--- config.mk ---
export PLATFORM = sky130hd
export DESIGN_NAME = muldiv_ctrl_flat
export DESIGN_NICKNAME = d
export VERILOG_FILES = /design/src/rtl/muldiv_if.sv /design/src/rtl/muldiv_ctrl.sv /design/src/flat_wrapper.sv
export SDC_FILE = /design/constraint.sdc
export NUM_CORES = 1
export LEC_CHECK = 0
export CORE_MARGIN = 4
export CORE_UTILIZATION = 25
export DETAILED_ROUTE_END_ITERATION = 10
export GPL_TIMING_DRIVEN = 0
export PLACE_DENSITY = 0.41
export SLEW_MARGIN = 25
export SYNTH_ARGS = -nofsm -noshare
export SYNTH_HDL_FRONTEND = slang
export SYNTH_SLANG_ARGS = --single-unit
--- constraint.sdc ---
create_clock -name clk -period 8.4 [get_ports clk]
set_input_delay 2.52 -clock clk [delete_from_list [all_inputs] [get_ports clk]]
set_output_delay 2.52 -clock clk [all_outputs]
set_load 0.02 [all_outputs]
--- src/rtl/muldiv_if.sv ---
// muldiv_if: issue, HI/LO move and status signals between the pipeline and muldiv_ctrl
interface muldiv_if #(parameter int WIDTH = 32);
    logic             start;
    logic [1:0]       op;
    logic [WIDTH-1:0] opnd_a;
    logic [WIDTH-1:0] opnd_b;
    logic             flush;
    logic             rd_hilo;
    logic             mthi_we;
    logic             mtlo_we;
    logic [WIDTH-1:0] mt_data;
    logic [WIDTH-1:0] hi_out;
    logic [WIDTH-1:0] lo_out;
    logic             busy;
    logic             done;
    logic             div_zero;
    logic             stall_out;
    modport master (
        output start, op, opnd_a, opnd_b, flush, rd_hilo, mthi_we, mtlo_we, mt_data,
        input  hi_out, lo_out, busy, done, div_zero, stall_out
    );
    modport slave (
        input  start, op, opnd_a, opnd_b, flush, rd_hilo, mthi_we, mtlo_we, mt_data,
        output hi_out, lo_out, busy, done, div_zero, stall_out
    );
endinterface

--- src/rtl/muldiv_ctrl.sv ---
// muldiv_ctrl: iterative MULT/MULTU/DIV/DIVU sequencer owning HI/LO
// Magnitudes are processed unsigned; signs are reapplied when the result is written.
module muldiv_ctrl #(
    parameter int WIDTH = 32
) (
    input logic      clk,
    input logic      rst,
    muldiv_if.slave  bus
);
    localparam int CW = $clog2(WIDTH);
    typedef enum logic [1:0] {IDLE, MUL, DIV, DONE} state_t;
    state_t             state, state_n;
    logic [CW-1:0]      cnt;
    logic [2*WIDTH-1:0] acc;
    logic [WIDTH-1:0]   opb, hi, lo;
    logic               is_div, dz, neg_lo, neg_hi;
    logic               sa, sb, issue, last, commit, ge;
    logic [WIDTH-1:0]   abs_a, abs_b, diff, quo_fix, rem_fix;
    logic [WIDTH:0]     msum, trial;
    logic [2*WIDTH-1:0] prod_fix;
    always_comb begin
        sa       = ~bus.op[0] & bus.opnd_a[WIDTH-1];
        sb       = ~bus.op[0] & bus.opnd_b[WIDTH-1];
        abs_a    = sa ? -bus.opnd_a : bus.opnd_a;
        abs_b    = sb ? -bus.opnd_b : bus.opnd_b;
        issue    = (state == IDLE) & bus.start & ~bus.flush;
        last     = cnt == CW'(WIDTH - 1);
        msum     = {1'b0, acc[2*WIDTH-1:WIDTH]} + (acc[0] ? {1'b0, opb} : '0);
        trial    = acc[2*WIDTH-1:WIDTH-1];
        ge       = trial >= {1'b0, opb};
        diff     = trial[WIDTH-1:0] - opb;
        prod_fix = neg_lo ? -acc : acc;
        quo_fix  = neg_lo ? -acc[WIDTH-1:0] : acc[WIDTH-1:0];
        rem_fix  = neg_hi ? -acc[2*WIDTH-1:WIDTH] : acc[2*WIDTH-1:WIDTH];
        commit   = (state == DONE) & ~bus.flush & ~dz;
        state_n  = state;
        if (state == IDLE) begin
            if (issue)
                state_n = ~bus.op[1] ? MUL : (bus.opnd_b == '0 ? DONE : DIV);
        end else if (bus.flush || state == DONE)
            state_n = IDLE;
        else if (last)
            state_n = DONE;
    end
    always_ff @(posedge clk or posedge rst)
        if (rst) state <= IDLE;
        else     state <= state_n;
    always_ff @(posedge clk or posedge rst) begin
        if (rst) begin
            cnt    <= '0;
            acc    <= '0;
            opb    <= '0;
            is_div <= 1'b0;
            dz     <= 1'b0;
            neg_lo <= 1'b0;
            neg_hi <= 1'b0;
            hi     <= '0;
            lo     <= '0;
        end else begin
            if (issue) begin
                cnt    <= '0;
                acc    <= {{WIDTH{1'b0}}, bus.op[1] ? abs_a : abs_b};
                opb    <= bus.op[1] ? abs_b : abs_a;
                is_div <= bus.op[1];
                dz     <= bus.op[1] & (bus.opnd_b == '0);
                neg_lo <= sa ^ sb;
                neg_hi <= sa;
            end else if (state == MUL) begin
                cnt <= cnt + 1'b1;
                acc <= {msum, acc[WIDTH-1:1]};
            end else if (state == DIV) begin
                cnt <= cnt + 1'b1;
                acc <= ge ? {diff, acc[WIDTH-2:0], 1'b1} : {acc[2*WIDTH-2:0], 1'b0};
            end
            // MTHI/MTLO land before a same-cycle start; the op overwrites later
            if (commit)
                {hi, lo} <= is_div ? {rem_fix, quo_fix} : prod_fix;
            else if (state == IDLE) begin
                if (bus.mthi_we) hi <= bus.mt_data;
                if (bus.mtlo_we) lo <= bus.mt_data;
            end
        end
    end
    assign bus.hi_out    = hi;
    assign bus.lo_out    = lo;
    assign bus.busy      = state != IDLE;
    assign bus.done      = (state == DONE) & ~bus.flush;
    assign bus.div_zero  = bus.done & dz;
    assign bus.stall_out = bus.busy & ~bus.flush & (bus.start | bus.rd_hilo | bus.mthi_we | bus.mtlo_we);
endmodule

--- src/flat_wrapper.sv ---
// flat-port wrapper written by rule: the top's interface ports become plain ports
module muldiv_ctrl_flat 
#(
    parameter int WIDTH = 32
)
  (clk, rst, bus_start, bus_op, bus_opnd_a, bus_opnd_b, bus_flush, bus_rd_hilo, bus_mthi_we, bus_mtlo_we, bus_mt_data, bus_hi_out, bus_lo_out, bus_busy, bus_done, bus_div_zero, bus_stall_out);
  muldiv_if #(.WIDTH(WIDTH)) bus_i ();
  input logic clk;
  input logic rst;
  input wire logic [$bits(bus_i.start)-1:0] bus_start;
  input wire logic [$bits(bus_i.op)-1:0] bus_op;
  input wire logic [$bits(bus_i.opnd_a)-1:0] bus_opnd_a;
  input wire logic [$bits(bus_i.opnd_b)-1:0] bus_opnd_b;
  input wire logic [$bits(bus_i.flush)-1:0] bus_flush;
  input wire logic [$bits(bus_i.rd_hilo)-1:0] bus_rd_hilo;
  input wire logic [$bits(bus_i.mthi_we)-1:0] bus_mthi_we;
  input wire logic [$bits(bus_i.mtlo_we)-1:0] bus_mtlo_we;
  input wire logic [$bits(bus_i.mt_data)-1:0] bus_mt_data;
  output wire logic [$bits(bus_i.hi_out)-1:0] bus_hi_out;
  output wire logic [$bits(bus_i.lo_out)-1:0] bus_lo_out;
  output wire logic [$bits(bus_i.busy)-1:0] bus_busy;
  output wire logic [$bits(bus_i.done)-1:0] bus_done;
  output wire logic [$bits(bus_i.div_zero)-1:0] bus_div_zero;
  output wire logic [$bits(bus_i.stall_out)-1:0] bus_stall_out;
  assign bus_i.start = bus_start;
  assign bus_i.op = bus_op;
  assign bus_i.opnd_a = bus_opnd_a;
  assign bus_i.opnd_b = bus_opnd_b;
  assign bus_i.flush = bus_flush;
  assign bus_i.rd_hilo = bus_rd_hilo;
  assign bus_i.mthi_we = bus_mthi_we;
  assign bus_i.mtlo_we = bus_mtlo_we;
  assign bus_i.mt_data = bus_mt_data;
  assign bus_hi_out = bus_i.hi_out;
  assign bus_lo_out = bus_i.lo_out;
  assign bus_busy = bus_i.busy;
  assign bus_done = bus_i.done;
  assign bus_div_zero = bus_i.div_zero;
  assign bus_stall_out = bus_i.stall_out;
  muldiv_ctrl #(.WIDTH(WIDTH)) u_core (.clk(clk), .rst(rst), .bus(bus_i));
endmodule
* Word level (Yosys, flattened, before mapping) *
Cells that the tools add are included.
Widths: inputs -> output; s select.

word-level totals
  flip-flop bits (word level) = 171
  logic and storage cells = 81
  input port bits = 105

operators by class
  equal/unequal tests = 5
  reductions and logical operators = 12
  add/sub/neg operators = 8
  $lt $le $gt $ge = 1
  bitwise operators = 17
  muxes and demuxes = 28

operators with widths
  kind                 count
  $mux 32              13
  $mux 64              6
  $neg 32->32          4
  $neg 64->64          1
  $add 32x33->33       1
  $ge 33x32->1         1
  $logic_not 32->1     1
  $sub 32x32->32       1
  $mux 5               3
  $and 1x1->1          10
  $mux 2               5
  $reduce_bool 2->1    4
  $reduce_and 2->1     3
  $reduce_bool 3->1    2
  $add 5x1->5 const B  1
  $eq 5x5->1 const B   1
  $eq 2x2->1 const B   2
  $not 1->1            3
  $or 1x1->1           3
  $eq 2x1->1 const B   1
  $logic_not 2->1      1
  $ne 2x1->1 const B   1
  $logic_or 1x1->1     1
  $mux 1               1
  $xor 1x1->1          1

* Depth between registers and ports, before layout *
Gate-level depths: netlist of run 1.

  depth after elaboration = 5
  mapped depth = 15
  depth with buffers taken out = 13

* Worst setup path after synthesis of run 1 *
Ideal clock, no wire load.

  kind = in2out
  start point = in bus_flush
  end point = out bus_div_zero
  cell stages on the path = 2
  data arrival time = 3,171 ps
  required time = 5,880 ps
  setup slack = 2,709 ps
  cells stage by stage = nor2b_1 > and2_1

between the ends
  longest elaborated chain between the ends = 3

RTL lines
  what                line                text
  start: declaration  flat_wrapper.sv:14  input wire logic [$bits(bus_i.flush)-1:0] bus_flush;
  $not 1->1           muldiv_ctrl.sv:87   assign bus.done = (state == DONE) & ~bus.flush;
  $and 1x1->1         muldiv_ctrl.sv:87
  $and 1x1->1         muldiv_ctrl.sv:88   assign bus.div_zero = bus.done & dz;
  end: declaration    flat_wrapper.sv:23  output wire logic [$bits(bus_i.div_zero)-1:0] bus_div_zero;

No other way between the ends.

* Worst setup path after layout of run 1 *
Ends and elaborated chain as after synthesis.

==> results.sh, run 1 <==
export IMPL_netlist_top_cells_area="dfrtp_1 29%, o21ai_0 7.5%, mux2i_1 7.3%"
export IMPL_p_leak_nw=7.47
export IMPL_cts_sinks=171
export IMPL_endpoint_kind="primary output"
export IMPL_grt_pass1_vias=14900
export IMPL_critPathLaunch="bus_flush"
export IMPL_fin_nets=2268
export IMPL_fmax_mhz=144
export IMPL_clkLatencyLatePin_ns=0.48
export IMPL_ys_types=70
export IMPL_drt_vias_per_instance=5.25
export IMPL_slew_violations=0
export IMPL_pwr_share_seq_pct=20.8
export IMPL_dieArea_um2=63900
export IMPL_drv_cap=0
export IMPL_p_switching_mw=4.58
export IMPL_status="completed"
export IMPL_wl_per_cell_um=23.1
export IMPL_drive_gt1_share_pct=3.33
export IMPL_layout_min_cycle_time_ns=6.94
export IMPL_drt_iter0_drc=1095
export IMPL_drt_first_pass_iters=7
export IMPL_place_area_um2=17700
export IMPL_setup_ws_ns=1.46
export IMPL_crit_path_start_kind="input port"
export IMPL_wirelength_um=66300
export IMPL_antenna_found_initial=0
export IMPL_dpl_hpwl_um=54200
export IMPL_arrival_ns=4.42
export IMPL_max_slew_margin_pct=28.2
export IMPL_numCtsBuffers=17
export IMPL_synthesis_nets=2076
export IMPL_avgSynthCellArea_um2=7.90
export IMPL_rsz0062_at_grt="no"
export IMPL_preCtsSetupSlack_ns=1.52
export IMPL_ys_flop_type="dfrtp_1"
export IMPL_holdBufCountCts=0
export IMPL_power_mw=8.62
export IMPL_core_area_um2=59100
export IMPL_fillers=6331
export IMPL_cts_root_buffer="clkbuf_16"
export IMPL_synth_edf_count=0
export IMPL_fin_crit_sh_pct=82.6
export IMPL_highest_layer="met4"
export IMPL_power_share_switching_pct=53.1
export IMPL_initial_core_util_pct=25.3
export IMPL_m1WireLength_um=31200
export IMPL_synth_most_common_cell="nand2_1"
export IMPL_htreeDepth=4
export IMPL_internal_power_mw=4.04
export IMPL_ys_seq_area_share_pct=28.6
export IMPL_drtAntennaViolNets=0
export IMPL_worstPathMaxFanout=6
export IMPL_track_usage_pct=20.2
export IMPL_cts_path_max_buffers=2
export IMPL_met2_length_um=31100
export IMPL_p_per_area_nw_per_um2=470
export IMPL_synth_top_area_cell="dfrtp_1"
export IMPL_synthArstFlopShare_pct=100
export IMPL_gp_congestion=0.897
export IMPL_timing_rr_start="u_core.acc[55]"
export IMPL_hold_path_class="reg -> reg"
export IMPL_grt_max_degree=69
export IMPL_netlist_instances=1896
export IMPL_skew_ns=0.0192
export IMPL_clkPwrFrac_pct=9.9
export IMPL_synth_top_area_share_pct=28.6
export IMPL_ir_drop_mv=0.182
export IMPL_synth_top_cells_by_count="233 x nand2_1, 225 x o21ai_0, 171 x dfrtp_1"
export IMPL_yosysWarningCount=0
export IMPL_worst_pin_slew_ns=1.07
export IMPL_crit_type="in -> out"
export IMPL_drc_errors=0
export IMPL_portBuffers=171
export IMPL_clk_pin_slew_worst_paths_ns=0.07
export IMPL_syn_to_final_growth_pct=22.3
export IMPL_num_io_pins=173
export IMPL_vias=15100
export IMPL_power_frac_comb_pct=69.3
export IMPL_hold_viol_final=0
export IMPL_diodes=0
export IMPL_wl_met3_um=2720
export IMPL_ys_seq_elements=171
export IMPL_grt_pass1_wl_um=97800
export IMPL_cts_tree="built"
export IMPL_syn_area_um2=15000
export IMPL_min_delay_start="u_core.opb[9]"
export IMPL_worstPathRequired_ns=5.88
export IMPL_setup_violations_final=0
export IMPL_cts_resized=0
export IMPL_die_height_um=253
export IMPL_grt_overflow_total=0
export IMPL_rows=89
export IMPL_die_x_um=253
export IMPL_stdcell_area_um2=18300
export IMPL_cts_setup_buffers=0
## path summary, 6_finish.rpt
path / endpoint / cells past startpoint / slack [ns]
min reg2reg: u_core.opb[9] / 2 / 0.49
min in group asynchronous: u_core.bus.lo_out[16] / 2 / 2.42
max in group asynchronous: u_core.acc[55] / 4 / 4.92
max: bus_div_zero / 4 / 1.46
max reg2reg: u_core.acc[48] / 12 / 3.88
min: u_core.opb[9] / 2 / 0.49
## stage by stage
step	utilization [%]	hold WS, ns	std cells	setup TNS, ns
after floorplan	-	0.450	1896	0
after global placement	29.9	0.472	2840	-294.53
final	31.0	0.493	2874	0
after global routing	31.0	0.512	2874	0
after detailed placement	30.0	0.475	2842	0
after CTS	31.0	0.491	2874	0
## worst max-delay path: stages
cell,delay (ns)
clkdlybuf4s50_1,0.57
nor2b_1,0.43
and2_1,0.26
clkdlybuf4s50_1,0.63
## kinds of logic after synthesis
family	synth area share, %
compound gates	24.1
simple gates	18.3
buf+inv	4.60
flops	28.6
xor+xnor	9.88
mux	8.18
fa+ha+maj	6.36
## cell usage in the layout, fill, tap and decap left out, types with 6 or more instances in the layout
cell type	synthesis	routed
nand2_1	233	233
o21ai_0	225	225
clkdlybuf4s50_1	0	171
dfrtp_1	171	171
nor2_1	139	139
a21oi_1	135	135
mux2i_1	109	109
xnor2_1	100	100
clkbuf_1	90	90
ha_1	73	73
xor2_1	69	69
inv_1	63	62
o211ai_1	59	59
nor3_1	33	33
nand3_1	27	27
o31ai_1	24	24
nor4_1	20	20
nor2b_1	20	20
a21o_1	20	20
a31oi_1	19	19
or3_1	18	18
o221ai_1	18	18
clkbuf_16	0	17
nand2b_1	16	16
buf_1	15	15
nand4_1	15	15
and3_1	14	14
and2_1	12	12
a211oi_1	12	12
o21bai_1	12	12
mux2_2	12	12
or4_1	10	10
o21ai_1	10	10
nor3b_1	8	8
nand3b_1	8	8
o41ai_1	8	8
inv_8	0	7
a211o_1	7	7
o211a_1	6	6
## state kept, by name (all words and copies together), names as in the netlist
signal,count
u_core.dz,1
u_core.state,2
u_core.neg_hi,1
u_core.acc,64
u_core.is_div,1
u_core.opb,32
u_core.bus.hi_out,32
u_core.bus.lo_out,32
u_core.cnt,5
u_core.neg_lo,1
## layer usage
layer / vias up / global-route usage (%)
met2: 394 / 33.8
met4: 0 / 4.70
met3: 39 / 2.39
li1: 7219 / -
met1: 7438 / 28.2
met5: - / 0
## power by group through the flow
stage / Combinational [mW] / Clock [mW] / Sequential (mW)
finish: 5.97 / 0.853 / 1.79
global route: 6.57 / 0.897 / 1.84
CTS: 5.95 / 0.867 / 1.78
detailed placement: 5.93 / 0 / 1.80
global placement: 5.91 / 0 / 1.79
floorplan: 3.89 / 0 / 1.76
## final cells by class
class                           count  area [um^2]  share of cell area, %
Timing Repair Buffer              173         1770                   9.64
Multi-Input combinational cell   1548        10000                   54.6
Inverter                           64          248                   1.35
Clock buffer                       17          425                   2.32
Sequential cell                   171         4280                   23.3
Buffer                            113          449                   2.45
Tap cell                          773          967                   5.28
Clock inverter                     15          181                  0.989
No activity file was read; power rests on OpenSTA's default activity.
==> run 2: changes to the inputs <==
Settings changed: PLACE_DENSITY 0.41 to 0.42.
Clock period 8.4 ns to 6.1 ns, I/O delays scaled along.
==> run 2 against run 1 <==
Register-to-register slack lost 2.2 ns; worst setup slack got worse by 0.86 ns; critical path depth did not move; global-route usage fell by 0.32 points; non-clock buffer count up 6; combinational power grew 38%; total power is 37% higher; first-iteration DRC count down 3.6%; largest cell class unchanged; flip-flop and latch count unchanged.
==> results.sh, run 2 (synthesis results as in run 1) <==
export IMPL_largest_reg_flops=64
export IMPL_cts_setup_buffers=0
export IMPL_drc_errors=0
export IMPL_fin_crit_sh_pct=90.1
export IMPL_numCtsBuffers=17
export IMPL_diodes=0
export IMPL_fin_cells=2880
export IMPL_num_io_pins=173
export IMPL_vias=15000
export IMPL_preCtsSetupSlack_ns=0.585
export IMPL_fin_nets=2274
export IMPL_slew_violations=0
export IMPL_p_per_area_nw_per_um2=641
export IMPL_p_switching_mw=6.23
export IMPL_drt_first_pass_iters=5
export IMPL_crit_path_start_kind="input port"
export IMPL_power_mw=11.8
export IMPL_gp_congestion=0.864
export IMPL_initial_core_util_pct=25.3
export IMPL_cts_root_buffer="clkbuf_16"
export IMPL_final_cell_mix="233 x nand2_1, 225 x o21ai_0, 171 x clkdlybuf4s50_1, 171 x dfrtp_1, 139 x nor2_1"
export IMPL_internal_power_mw=5.60
export IMPL_die_x_um=253
export IMPL_crit_type="in -> out"
export IMPL_drt_vias_per_instance=5.20
export IMPL_cts_path_max_buffers=2
export IMPL_max_slew_margin_pct=30.4
export IMPL_drive_gt1_share_pct=3.56
export IMPL_timing_rr_start="u_core.acc[55]"
export IMPL_setup_ws_ns=0.605
export IMPL_grt_max_degree=29
export IMPL_pwr_share_seq_pct=20.7
export IMPL_min_delay_start="u_core.opb[31]"
export IMPL_regMostFlops="u_core.acc"
export IMPL_grt_pass1_wl_um=96300
export IMPL_grt_pass1_vias=14600
export IMPL_htreeDepth=4
export IMPL_cpPeakStageDelay_ns=0.62
export IMPL_final_common_cell="nand2_1"
export IMPL_worst_pin_slew_ns=1.04
export IMPL_crit_top_cell="clkdlybuf4s50_1"
export IMPL_cts_sinks=171
export IMPL_drv_cap=0
export IMPL_clkPwrFrac_pct=9.9
export IMPL_ir_drop_mv=0.193
export IMPL_fmax_mhz=182
export IMPL_fin_tns_setup_ns=0
export IMPL_dp_cells=2848
export IMPL_power_share_switching_pct=52.7
export IMPL_layout_min_cycle_time_ns=5.49
export IMPL_arrival_ns=3.66
export IMPL_status="completed"
export IMPL_clk_pin_slew_worst_paths_ns=0.07
export IMPL_power_frac_comb_pct=69.3
export IMPL_critPathLaunch="bus_flush"
export IMPL_portBuffers=171
export IMPL_drtAntennaViolNets=0
export IMPL_worstPathMaxFanout=6
export IMPL_skew_ns=0.0133
export IMPL_syn_to_final_growth_pct=23.2
export IMPL_grt_overflow_total=0
export IMPL_track_usage_pct=19.9
export IMPL_hold_path_class="reg -> reg"
export IMPL_core_area_um2=59100
export IMPL_setup_violations_final=0
export IMPL_die_height_um=253
export IMPL_wl_per_cell_um=22.7
export IMPL_dpl_hpwl_um=54200
export IMPL_hold_viol_final=0
export IMPL_path_cells="clkdlybuf4s50_1, nor2b_1, and2_1, clkdlybuf4s50_1"
export IMPL_antenna_found_initial=0
export IMPL_p_leak_nw=7.51
export IMPL_drt_iter0_drc=1056
export IMPL_wirelength_um=65500
export IMPL_critPathSlowestCell="clkdlybuf4s50_1"
export IMPL_rsz0062_at_grt="no"
export IMPL_cts_tree="built"
export IMPL_worstPathRequired_ns=4.27
export IMPL_endpoint_kind="primary output"
export IMPL_clkLatencyLatePin_ns=0.47
export IMPL_cts_resized=0
export IMPL_holdBufCountCts=0
export IMPL_rows=89
export IMPL_dieArea_um2=63900
export IMPL_hold_slack_ns=0.492
[run 2: cell types whose count changed in the layout (fill, tap and decap cells not counted), sizes merged]
cell      before  now
clkbuf       107  109
buf           25   31
clkinv         7    3
inv           70   68
bufinv         1    2
clkinvlp       1    4
[run 2: power by group through the flow]
stage / sequential (mW) / clock (mW) / combinational, mW
2_1_floorplan: 2.42 / 0 / 5.36
3_3_place_gp: 2.47 / 0 / 8.14
3_5_place_dp: 2.47 / 0 / 8.17
4_1_cts: 2.45 / 1.19 / 8.20
5_1_grt: 2.54 / 1.23 / 9.01
6_report: 2.46 / 1.17 / 8.21
[run 2: path summary, 6_finish.rpt]
path | endpoint | cells after the start | slack (ns)
max in group asynchronous | u_core.acc[60] | 5 | 3.76
min in group asynchronous | u_core.bus.lo_out[17] | 2 | 1.62
min | u_core.opb[31] | 2 | 0.49
max reg2reg | u_core.acc[40] | 12 | 1.70
min reg2reg | u_core.opb[31] | 2 | 0.49
max | bus_div_zero | 4 | 0.61
[run 2: final cells by class]
type / count / area, um^2
clock inverters: 13 / 154
well taps: 773 / 967
inverters: 64 / 244
flip-flops and latches: 171 / 4280
repair buffers: 179 / 1900
clock buffers: 19 / 443
plain buffers: 113 / 449
multi-input cells: 1548 / 10000
fillers: 6253 / 40700
[run 2: critical path, delay by kind of cell]
| kind | cells | cell delay [ns] |
|---|---|---|
| buffers and inverters | 2 | 1.19 |
| AND/OR/NAND/NOR | 2 | 0.63 |
[run 2: through the flow]
step	cell area (um^2)	utilization [%]
6_report	18500	31.2
5_1_grt	18500	31.2
4_1_cts	18500	31.2
3_5_place_dp	17900	30.2
3_3_place_gp	17700	29.9
2_1_floorplan	15000	-
[run 2: per-layer routing]
metal	GRT usage, %	vias up	wire length [um]
met2	33.3	414	30700
li1	-	7214	-
met3	2.31	43	2740
met5	0	-	0
met1	27.9	7307	30900
met4	4.07	0	1080
